**src/rtl/fetch_sequencer_if.sv**
```systemverilog
// Fetch sequencer bus: decode-side requests in, program-memory fetch controls and
// return-stack status out.
interface fetch_sequencer_if #(
   parameter int ADDR_WIDTH  = 13,
   parameter int STACK_DEPTH = 8
);
   localparam int DEPTH_W = $clog2(STACK_DEPTH) + 1;

   logic                  stall;
   logic                  irq;
   logic                  ret;
   logic                  goto_en;
   logic                  call_en;
   logic [10:0]           lit;
   logic [4:0]            pclath;
   logic                  pcl_wr;
   logic [7:0]            pcl_data;
   logic                  skip;
   logic [ADDR_WIDTH-1:0] push_addr;
   logic [ADDR_WIDTH-1:0] mem_addr;
   logic                  mem_rd_en;
   logic                  mem_flush;
   logic [ADDR_WIDTH-1:0] pc;
   logic [DEPTH_W-1:0]    stack_depth;
   logic                  stack_ovf;
   logic                  stack_unf;

   modport master (
      output stall, irq, ret, goto_en, call_en, lit, pclath, pcl_wr, pcl_data, skip, push_addr,
      input  mem_addr, mem_rd_en, mem_flush, pc, stack_depth, stack_ovf, stack_unf
   );

   modport slave (
      input  stall, irq, ret, goto_en, call_en, lit, pclath, pcl_wr, pcl_data, skip, push_addr,
      output mem_addr, mem_rd_en, mem_flush, pc, stack_depth, stack_ovf, stack_unf
   );
endinterface

```
**src/rtl/fetch_sequencer.sv**
```systemverilog
// PIC16F-style program counter and circular return stack; chooses the next fetch
// address each cycle and flushes wrong-path instructions from the memory pipeline.
module fetch_sequencer #(
   parameter int                    ADDR_WIDTH   = 13,
   parameter int                    STACK_DEPTH  = 8,
   parameter int                    FLUSH_CYCLES = 2,
   parameter logic [ADDR_WIDTH-1:0] IRQ_VECTOR   = 13'h004
) (
   input logic               clk,
   input logic               rst,
   fetch_sequencer_if.slave  bus
);
   localparam int SP_W    = $clog2(STACK_DEPTH);
   localparam int DEPTH_W = SP_W + 1;
   localparam int FCNT_W  = $clog2(FLUSH_CYCLES + 1);
   localparam logic [FCNT_W-1:0]  FLUSH_LOAD = FCNT_W'(FLUSH_CYCLES);
   localparam logic [DEPTH_W-1:0] DEPTH_MAX  = DEPTH_W'(STACK_DEPTH);

   logic [ADDR_WIDTH-1:0] pc_q;
   logic [SP_W-1:0]       sp_q;
   logic [DEPTH_W-1:0]    depth_q;
   logic                  ovf_q;
   logic                  unf_q;
   logic [FCNT_W-1:0]     fcnt_q;
   logic                  flush_q;
   logic [ADDR_WIDTH-1:0] stack_mem [STACK_DEPTH];

   logic [ADDR_WIDTH-1:0] pc_nxt;
   logic [SP_W-1:0]       sp_nxt;
   logic [DEPTH_W-1:0]    depth_nxt;
   logic                  ovf_nxt;
   logic                  unf_nxt;
   logic [FCNT_W-1:0]     fcnt_nxt;
   logic                  push;
   logic                  pop;
   logic                  redirect;
   logic [SP_W-1:0]       sp_dec;

   function automatic logic [DEPTH_W-1:0] depth_sat_inc(input logic [DEPTH_W-1:0] d);
      return (d == DEPTH_MAX) ? d : d + DEPTH_W'(1);
   endfunction

   function automatic logic [DEPTH_W-1:0] depth_sat_dec(input logic [DEPTH_W-1:0] d);
      return (d == '0) ? d : d - DEPTH_W'(1);
   endfunction

   assign sp_dec = sp_q - SP_W'(1);

   // Next-PC source select; the first matching request wins, the rest are dropped.
   always_comb begin
      pc_nxt   = pc_q + ADDR_WIDTH'(1);
      push     = 1'b0;
      pop      = 1'b0;
      redirect = 1'b1;
      if (bus.irq) begin
         pc_nxt = IRQ_VECTOR;
         push   = 1'b1;
      end else if (bus.ret) begin
         pc_nxt = stack_mem[sp_dec];
         pop    = 1'b1;
      end else if (bus.call_en) begin
         pc_nxt = ADDR_WIDTH'({bus.pclath[4:3], bus.lit});
         push   = 1'b1;
      end else if (bus.goto_en) begin
         pc_nxt = ADDR_WIDTH'({bus.pclath[4:3], bus.lit});
      end else if (bus.pcl_wr) begin
         pc_nxt = ADDR_WIDTH'({bus.pclath, bus.pcl_data});
      end else begin
         redirect = 1'b0;
      end
   end

   always_comb begin
      sp_nxt    = sp_q;
      depth_nxt = depth_q;
      ovf_nxt   = ovf_q;
      unf_nxt   = unf_q;
      if (push) begin
         sp_nxt    = sp_q + SP_W'(1);
         depth_nxt = depth_sat_inc(depth_q);
         ovf_nxt   = ovf_q | (depth_q == DEPTH_MAX);
      end else if (pop) begin
         sp_nxt    = sp_dec;
         depth_nxt = depth_sat_dec(depth_q);
         unf_nxt   = unf_q | (depth_q == '0);
      end
   end

   // A skip only needs one bubble, so it never shortens a flush already running.
   always_comb begin
      fcnt_nxt = (fcnt_q != '0) ? fcnt_q - FCNT_W'(1) : '0;
      if (redirect) begin
         fcnt_nxt = FLUSH_LOAD;
      end else if (bus.skip && fcnt_q <= FCNT_W'(1)) begin
         fcnt_nxt = FCNT_W'(1);
      end
   end

   always_ff @(posedge clk) begin
      if (rst) begin
         pc_q    <= '0;
         sp_q    <= '0;
         depth_q <= '0;
         ovf_q   <= 1'b0;
         unf_q   <= 1'b0;
         fcnt_q  <= '0;
         flush_q <= 1'b0;
      end else if (!bus.stall) begin
         pc_q    <= pc_nxt;
         sp_q    <= sp_nxt;
         depth_q <= depth_nxt;
         ovf_q   <= ovf_nxt;
         unf_q   <= unf_nxt;
         fcnt_q  <= fcnt_nxt;
         flush_q <= (fcnt_nxt != '0);
      end
   end

   // Stack storage carries no reset; its contents are meaningless until pushed.
   always_ff @(posedge clk) begin
      if (!rst && !bus.stall && push) begin
         stack_mem[sp_q] <= bus.push_addr;
      end
   end

   assign bus.mem_addr    = pc_q;
   assign bus.pc          = pc_q;
   assign bus.mem_rd_en   = ~bus.stall;
   assign bus.mem_flush   = flush_q;
   assign bus.stack_depth = depth_q;
   assign bus.stack_ovf   = ovf_q;
   assign bus.stack_unf   = unf_q;
endmodule
```
**src/flat_wrapper.sv**
```systemverilog
// flat-port wrapper written by rule: the top's interface ports become plain ports
module fetch_sequencer_flat 
#(
   parameter int                    ADDR_WIDTH   = 13,
   parameter int                    STACK_DEPTH  = 8,
   parameter int                    FLUSH_CYCLES = 2,
   parameter logic [ADDR_WIDTH-1:0] IRQ_VECTOR   = 13'h004
)
  (clk, rst, bus_stall, bus_irq, bus_ret, bus_goto_en, bus_call_en, bus_lit, bus_pclath, bus_pcl_wr, bus_pcl_data, bus_skip, bus_push_addr, bus_mem_addr, bus_mem_rd_en, bus_mem_flush, bus_pc, bus_stack_depth, bus_stack_ovf, bus_stack_unf);
  fetch_sequencer_if #(.ADDR_WIDTH(ADDR_WIDTH), .STACK_DEPTH(STACK_DEPTH)) bus_i ();
  input logic clk;
  input logic rst;
  input wire logic [$bits(bus_i.stall)-1:0] bus_stall;
  input wire logic [$bits(bus_i.irq)-1:0] bus_irq;
  input wire logic [$bits(bus_i.ret)-1:0] bus_ret;
  input wire logic [$bits(bus_i.goto_en)-1:0] bus_goto_en;
  input wire logic [$bits(bus_i.call_en)-1:0] bus_call_en;
  input wire logic [$bits(bus_i.lit)-1:0] bus_lit;
  input wire logic [$bits(bus_i.pclath)-1:0] bus_pclath;
  input wire logic [$bits(bus_i.pcl_wr)-1:0] bus_pcl_wr;
  input wire logic [$bits(bus_i.pcl_data)-1:0] bus_pcl_data;
  input wire logic [$bits(bus_i.skip)-1:0] bus_skip;
  input wire logic [$bits(bus_i.push_addr)-1:0] bus_push_addr;
  output wire logic [$bits(bus_i.mem_addr)-1:0] bus_mem_addr;
  output wire logic [$bits(bus_i.mem_rd_en)-1:0] bus_mem_rd_en;
  output wire logic [$bits(bus_i.mem_flush)-1:0] bus_mem_flush;
  output wire logic [$bits(bus_i.pc)-1:0] bus_pc;
  output wire logic [$bits(bus_i.stack_depth)-1:0] bus_stack_depth;
  output wire logic [$bits(bus_i.stack_ovf)-1:0] bus_stack_ovf;
  output wire logic [$bits(bus_i.stack_unf)-1:0] bus_stack_unf;
  assign bus_i.stall = bus_stall;
  assign bus_i.irq = bus_irq;
  assign bus_i.ret = bus_ret;
  assign bus_i.goto_en = bus_goto_en;
  assign bus_i.call_en = bus_call_en;
  assign bus_i.lit = bus_lit;
  assign bus_i.pclath = bus_pclath;
  assign bus_i.pcl_wr = bus_pcl_wr;
  assign bus_i.pcl_data = bus_pcl_data;
  assign bus_i.skip = bus_skip;
  assign bus_i.push_addr = bus_push_addr;
  assign bus_mem_addr = bus_i.mem_addr;
  assign bus_mem_rd_en = bus_i.mem_rd_en;
  assign bus_mem_flush = bus_i.mem_flush;
  assign bus_pc = bus_i.pc;
  assign bus_stack_depth = bus_i.stack_depth;
  assign bus_stack_ovf = bus_i.stack_ovf;
  assign bus_stack_unf = bus_i.stack_unf;
  fetch_sequencer #(.ADDR_WIDTH(ADDR_WIDTH), .STACK_DEPTH(STACK_DEPTH), .FLUSH_CYCLES(FLUSH_CYCLES), .IRQ_VECTOR(IRQ_VECTOR)) u_core (.clk(clk), .rst(rst), .bus(bus_i));
endmodule
```
**config.mk**
```make
export PLATFORM = sky130hd
export DESIGN_NAME = fetch_sequencer_flat
export DESIGN_NICKNAME = d
export VERILOG_FILES = /design/src/rtl/fetch_sequencer_if.sv /design/src/rtl/fetch_sequencer.sv /design/src/flat_wrapper.sv
export SDC_FILE = /design/constraint.sdc
export NUM_CORES = 1
export LEC_CHECK = 0
export CORE_ASPECT_RATIO = 1.2
export CORE_MARGIN = 2
export CORE_UTILIZATION = 35
export DETAILED_ROUTE_END_ITERATION = 16
export SLEW_MARGIN = 20
export SYNTH_ARGS = -nofsm -noshare
export SYNTH_HDL_FRONTEND = slang
export SYNTH_SLANG_ARGS = --single-unit
export TNS_END_PERCENT = 20
```
**constraint.sdc**
```tcl
create_clock -name clk -period 4.15 [get_ports clk]
set_clock_uncertainty 0.15 [all_clocks]
set_input_delay 0.83 -clock clk [delete_from_list [all_inputs] [get_ports clk]]
set_output_delay 0.83 -clock clk [all_outputs]
set_load 0.05 [all_outputs]
```
==> results of run 1 <==
[critical path, stage by stage]
cell             delay (ps)
clkdlybuf4s50_1         420
inv_1                   120
clkdlybuf4s50_1         820
[power by group]
part | leakage (nW) | internal (W) | total [W] | switching (W)
combinational | 1.05 | 0.000227 | 0.000512 | 0.000284
sequential | 1.14 | 0.00143 | 0.00146 | 0.0000322
clock | 0.290 | 0.00100 | 0.00153 | 0.000533
total | 2.48 | 0.00266 | 0.00351 | 0.000849
[registers in the layout (all words and copies together) (netlist names)]
signal,cells
u_core.fcnt_q,2
u_core.bus.stack_depth,4
u_core.stack_mem,104
u_core.sp_q,3
u_core.bus.stack_ovf,1
u_core.bus.stack_unf,1
u_core.bus.mem_addr,13
u_core.bus.mem_flush,1
[Yosys cell counts, types with 8 or more instances]
master	count
a21oi_1	13
buf_4	16
dfxtp_1	25
edfxtp_1	104
inv_1	10
mux2i_1	13
mux4_1	14
mux4_2	12
nand2_1	27
nand3_1	10
nand4_1	8
nor2_1	24
nor3_1	8
o21ai_0	14
xnor2_1	8
[stage by stage]
step                       util  cell area [sq um]
after floorplan               -               5790
after global placement    0.416               6750
after detailed placement  0.416               6750
after CTS                 0.454               7370
after global routing      0.454               7370
final                     0.454               7370
[final cells by class]
| type | count | area (sq um) | area share |
|---|---|---|---|
| multi-input combinational | 220 | 1920 | 0.261 |
| timing repair buffer | 93 | 896 | 0.122 |
| clock buffer | 18 | 429 | 0.0583 |
| tap | 212 | 265 | 0.0360 |
| inverter | 11 | 41.3 | 0.00561 |
| sequential | 129 | 3620 | 0.492 |
| clock inverter | 14 | 190 | 0.0258 |
[routing by layer]
metal  vias up  share of wire  track usage
met4         0          0.015       0.0534
met3        12          0.054       0.0358
met1      1731           0.43        0.196
li1       1702              -            -
met2       109           0.50        0.246
met5         -              0            0
[logic make-up (layout without fill, tap and decap cells)]
logic type,after synthesis,count (layout),share of synthesized area
compound gates,62,62,0.0741
buf+inv,42,136,0.0445
simple gates,98,98,0.0817
xor+xnor,12,12,0.0214
fa+ha+maj,6,6,0.0143
flops,129,129,0.626
mux,42,42,0.138
[worst max path at each step]
stage                            from                      to  cells after the start
after floorplan           bus_call_en  u_core.stack_mem[1][0]                      6
after global placement    bus_call_en  u_core.stack_mem[0][5]                      7
after detailed placement  bus_call_en  u_core.stack_mem[3][3]                      7
after CTS                   bus_stall           bus_mem_rd_en                      3
after global routing        bus_stall           bus_mem_rd_en                      3
final                       bus_stall           bus_mem_rd_en                      3
==> impl_metrics.yaml, run 1 <==
global_routing:
  grt_antenna_before_repair: 0
  grt-ovfl-total: 0
  grt_max_degree: 26
  grtUsageTotal: 0.151
  grt_pass1_vias: 3600
  grt_pass1_wl_microns: 20100
min_path:
  hold_end: "u_core.bus.stack_ovf"
  hp-start: "u_core.bus.stack_ovf"
  hp-class: "reg2reg"
  min_path_cells: 2
clock_network:
  cts_max_level: 4
  insertion_delay_ps: 410
  cts-hold-fix-buffers: 0
  cts_max_path_buffers: 2
  post_cts_buffers: 0
  clk_pin_slew_ps: 60
  cts_tree: "done"
  cts_sinks: 129
  ctsRootBufferMaster: "clkbuf_16"
  cts_resized: 0
  cts_buffers: 17
setup_path:
  cp-end-kind: "output port"
  crit_type: "in2out"
  cp_max_fo: 4
  worstRegToRegCells: 7
  r2r-end: "u_core.bus.mem_addr[5]"
  worstSetupStartpointType: "input port"
  r2r_start: "u_core.sp_q[1]"
  r2r_slack_ps: 1320
  critPathArrivalTime_ps: 2190
  crit_required_ps: 3170
sta:
  finalSetupTns_ps: 0
  hold_viol: 0
  layout_setup_ws_ps: 985
  slew_viol_final: 0
  relSlewSlack: 0.503
  rsz0062_at_grt: "false"
  holdWs_ps: 322
  min_period_over_period: 0.763
  worstMarginPinSlew_ps: 744
  fmax_mhz: 316
  setup_violations: 0
  finalCriticalPeriod_ps: 3170
pwr:
  max-vdd-ir-drop_uv: 263
  powerDensity_nw_per_um2: 476
  p_total_w: 0.00351
  leakage_nw: 2.48
placement:
  io_buffers: 79
  gp_congestion: 0.788
  dp.cells: 665
  dp_slack_ps: 866
  dp_hpwl_microns: 8970
logic_synthesis:
  ys_seq_area_frac: 0.626
  syn_nets: 443
  synth_edf_count: 104
  yosysTopAreaCellShare: 0.539
  syn_avg_cell_area_sq_um: 14.8
  synth_area_leader_cell: "edfxtp_1"
  synth_cell_types: 58
  ys.flop_type: "edfxtp_1"
  yosys_warnings: 0
  synthesis.area_sq_um: 5790
  yosys-top-cells-area: "edfxtp_1 54%, dfxtp_1 8.6%, mux4_1 6.4%, mux4_2 4.7%, mux2i_1 2.2%"
  ys_async_sr_fraction: 0
  synth_cells: 391
  ys_ff_latch: 129
routing:
  routedWlPerCell_microns: 18.2
  viasPerCell: 5.10
  drc_errors: 0
  firstDrtPassIters: 5
  ant_nets: 0
  vias: 3554
  drtIter0Drc: 271
  drt_wl_total_microns: 12700
floorplan:
  fp.dieH_microns: 145
  die_area_sq_um: 17600
  start_util: 0.357
  core_sq_um: 16200
  ios: 80
  rows: 51
  die_w_microns: 121
final_layout:
  final_common_cell: "edfxtp_1"
  drive_above_1_share: 0.142
  nFillCells: 1446
  final_nets: 524
  final_cell_mix: "104 x edfxtp_1, 79 x clkdlybuf4s50_1, 27 x nand2_1"
  finalNonFillerCells: 697
  area_delta_synth_final_pct: 27.2
  antenna_cells: 0
outcome:
  outcome: "complete, no violations"
flow_run:
  maxCapViolations: 0
(Power assumes the default switching activity.)
==> run 2, diff against run 1 <==
==> constraint.sdc (replaced) <==
create_clock -name clk -period 2.85 [get_ports clk]
set_clock_uncertainty 0.15 [all_clocks]
set_input_delay 0.57 -clock clk [delete_from_list [all_inputs] [get_ports clk]]
set_output_delay 0.57 -clock clk [all_outputs]
set_load 0.05 [all_outputs]
==> run 2 against run 1 <==
  * Sequential share of layout area down 1.0 points
  * Final area up 2.1%
  * Total power up 48%
  * Die area unchanged
  * Critical endpoint is now bus_pc[2]
  * Register-to-register slack worse by 980 ps
  * Largest power group unchanged
==> impl_metrics.yaml, run 2 (same netlist as run 1, synthesis figures left out) <==
outcome:
  outcome: "complete, no violations"
clock_network:
  cts_resized: 0
  cts-hold-fix-buffers: 0
  cts_max_level: 4
  clk_pin_slew_ps: 60
  cts_buffers: 17
  cts_max_path_buffers: 2
  cts_sinks: 129
  insertion_delay_ps: 410
  cts_tree: "done"
  ctsRootBufferMaster: "clkbuf_16"
  post_cts_buffers: 0
sta:
  relSlewSlack: 0.560
  finalCriticalPeriod_ps: 2540
  layout_setup_ws_ps: 312
  fmax_mhz: 394
  worstMarginPinSlew_ps: 658
  hold_viol: 0
  min_period_over_period: 0.890
  setup_violations: 0
  slew_viol_final: 0
  rsz0062_at_grt: "false"
routing:
  firstDrtPassIters: 5
  vias: 3699
  viasPerCell: 5.20
  drtIter0Drc: 245
  routedWlPerCell_microns: 19.5
  drc_errors: 0
  ant_nets: 0
  drt_wl_total_microns: 13900
floorplan:
  start_util: 0.357
  die_area_sq_um: 17600
  ios: 80
  core_sq_um: 16200
  die_w_microns: 121
  fp.dieH_microns: 145
  rows: 51
final_layout:
  multiInputGateArea_sq_um: 1920
  final_util: 0.464
  final_cell_mix: "104 x edfxtp_1, 78 x clkdlybuf4s50_1, 27 x nand2_1"
  drive_above_1_share: 0.164
  regArea_sq_um: 3620
  nFillCells: 1436
  antenna_cells: 0
  largest_reg_flops: 104
  final_common_cell: "edfxtp_1"
  final_nets: 539
  area_delta_synth_final_pct: 29.9
  finalNonFillerCells: 712
  top_register: "u_core.stack_mem"
global_routing:
  grt_pass1_vias: 3761
  grtUsageTotal: 0.165
  grt-ovfl-total: 0
  grt_pass1_wl_microns: 21600
  grt_antenna_before_repair: 0
  grt_max_degree: 28
setup_path:
  crit_slowest_cell: "clkdlybuf4s50_1"
  cp_max_fo: 9
  critPathArrivalTime_ps: 1820
  cp-end-kind: "output port"
  crit_required_ps: 2130
  crit_type: "reg2out"
  r2r_start: "u_core.sp_q[0]"
  crit_chain: "clkdlybuf4s50_1"
  critPathTopFamily: "buffers and inverters"
  crit_path_max_incr_delay_ps: 880
  path_buf_inv: 1
  crit_start: "u_core.bus.mem_addr[2]"
  worstSetupStartpointType: "flip-flop"
placement:
  dp_hpwl_microns: 10100
  dp_slack_ps: 23.4
  io_buffers: 79
  dp.cells: 680
  gp_congestion: 0.851
min_path:
  hp-start: "u_core.fcnt_q[0]"
  hp-class: "reg2reg"
flow_run:
  maxCapViolations: 0
pwr:
  max-vdd-ir-drop_uv: 437
  leakage_nw: 2.58
  powerDensity_nw_per_um2: 689
  p_total_w: 0.00518
==> run 2: power breakdown <==
part	internal [W]	switching, W	leakage [nW]
Clock	0.00146	0.000788	0.292
Combinational	0.000364	0.000445	1.14
Sequential	0.00208	0.0000461	1.14
==> run 2: layout make-up <==
class	instances	share of cell area
Clock buffer	17	0.0566
Clock inverter	15	0.0251
Inverter	11	0.00549
Multi-Input combinational cell	220	0.255
Sequential cell	129	0.482
Tap cell	212	0.0353
Timing Repair Buffer	108	0.140
==> run 2: worst paths after layout <==
path         depth (start not counted)  slack [ps]                      end
max                                  1         310                bus_pc[2]
min                                  2         320         u_core.fcnt_q[0]
max reg2reg                          7         340  u_core.bus.mem_addr[11]
min reg2reg                          2         320         u_core.fcnt_q[0]
==> run 2: layer usage <==
metal,track usage,vias to the layer above,part of all wire
met5,0,-,0
met4,0.0644,0,0.018
met3,0.0385,16,0.050
met2,0.284,126,0.52
met1,0.197,1828,0.41
li1,-,1729,-
==> run 2: per-stage QoR <==
stage               instance area [sq um]  hold slack [ps]  setup TNS (ps)
finish                               7520              325               0
global route                         7520              366               0
CTS                                  7520              327               0
detailed placement                   6910              317               0
global placement                     6910              304               0
floorplan                            5800              294           -1690
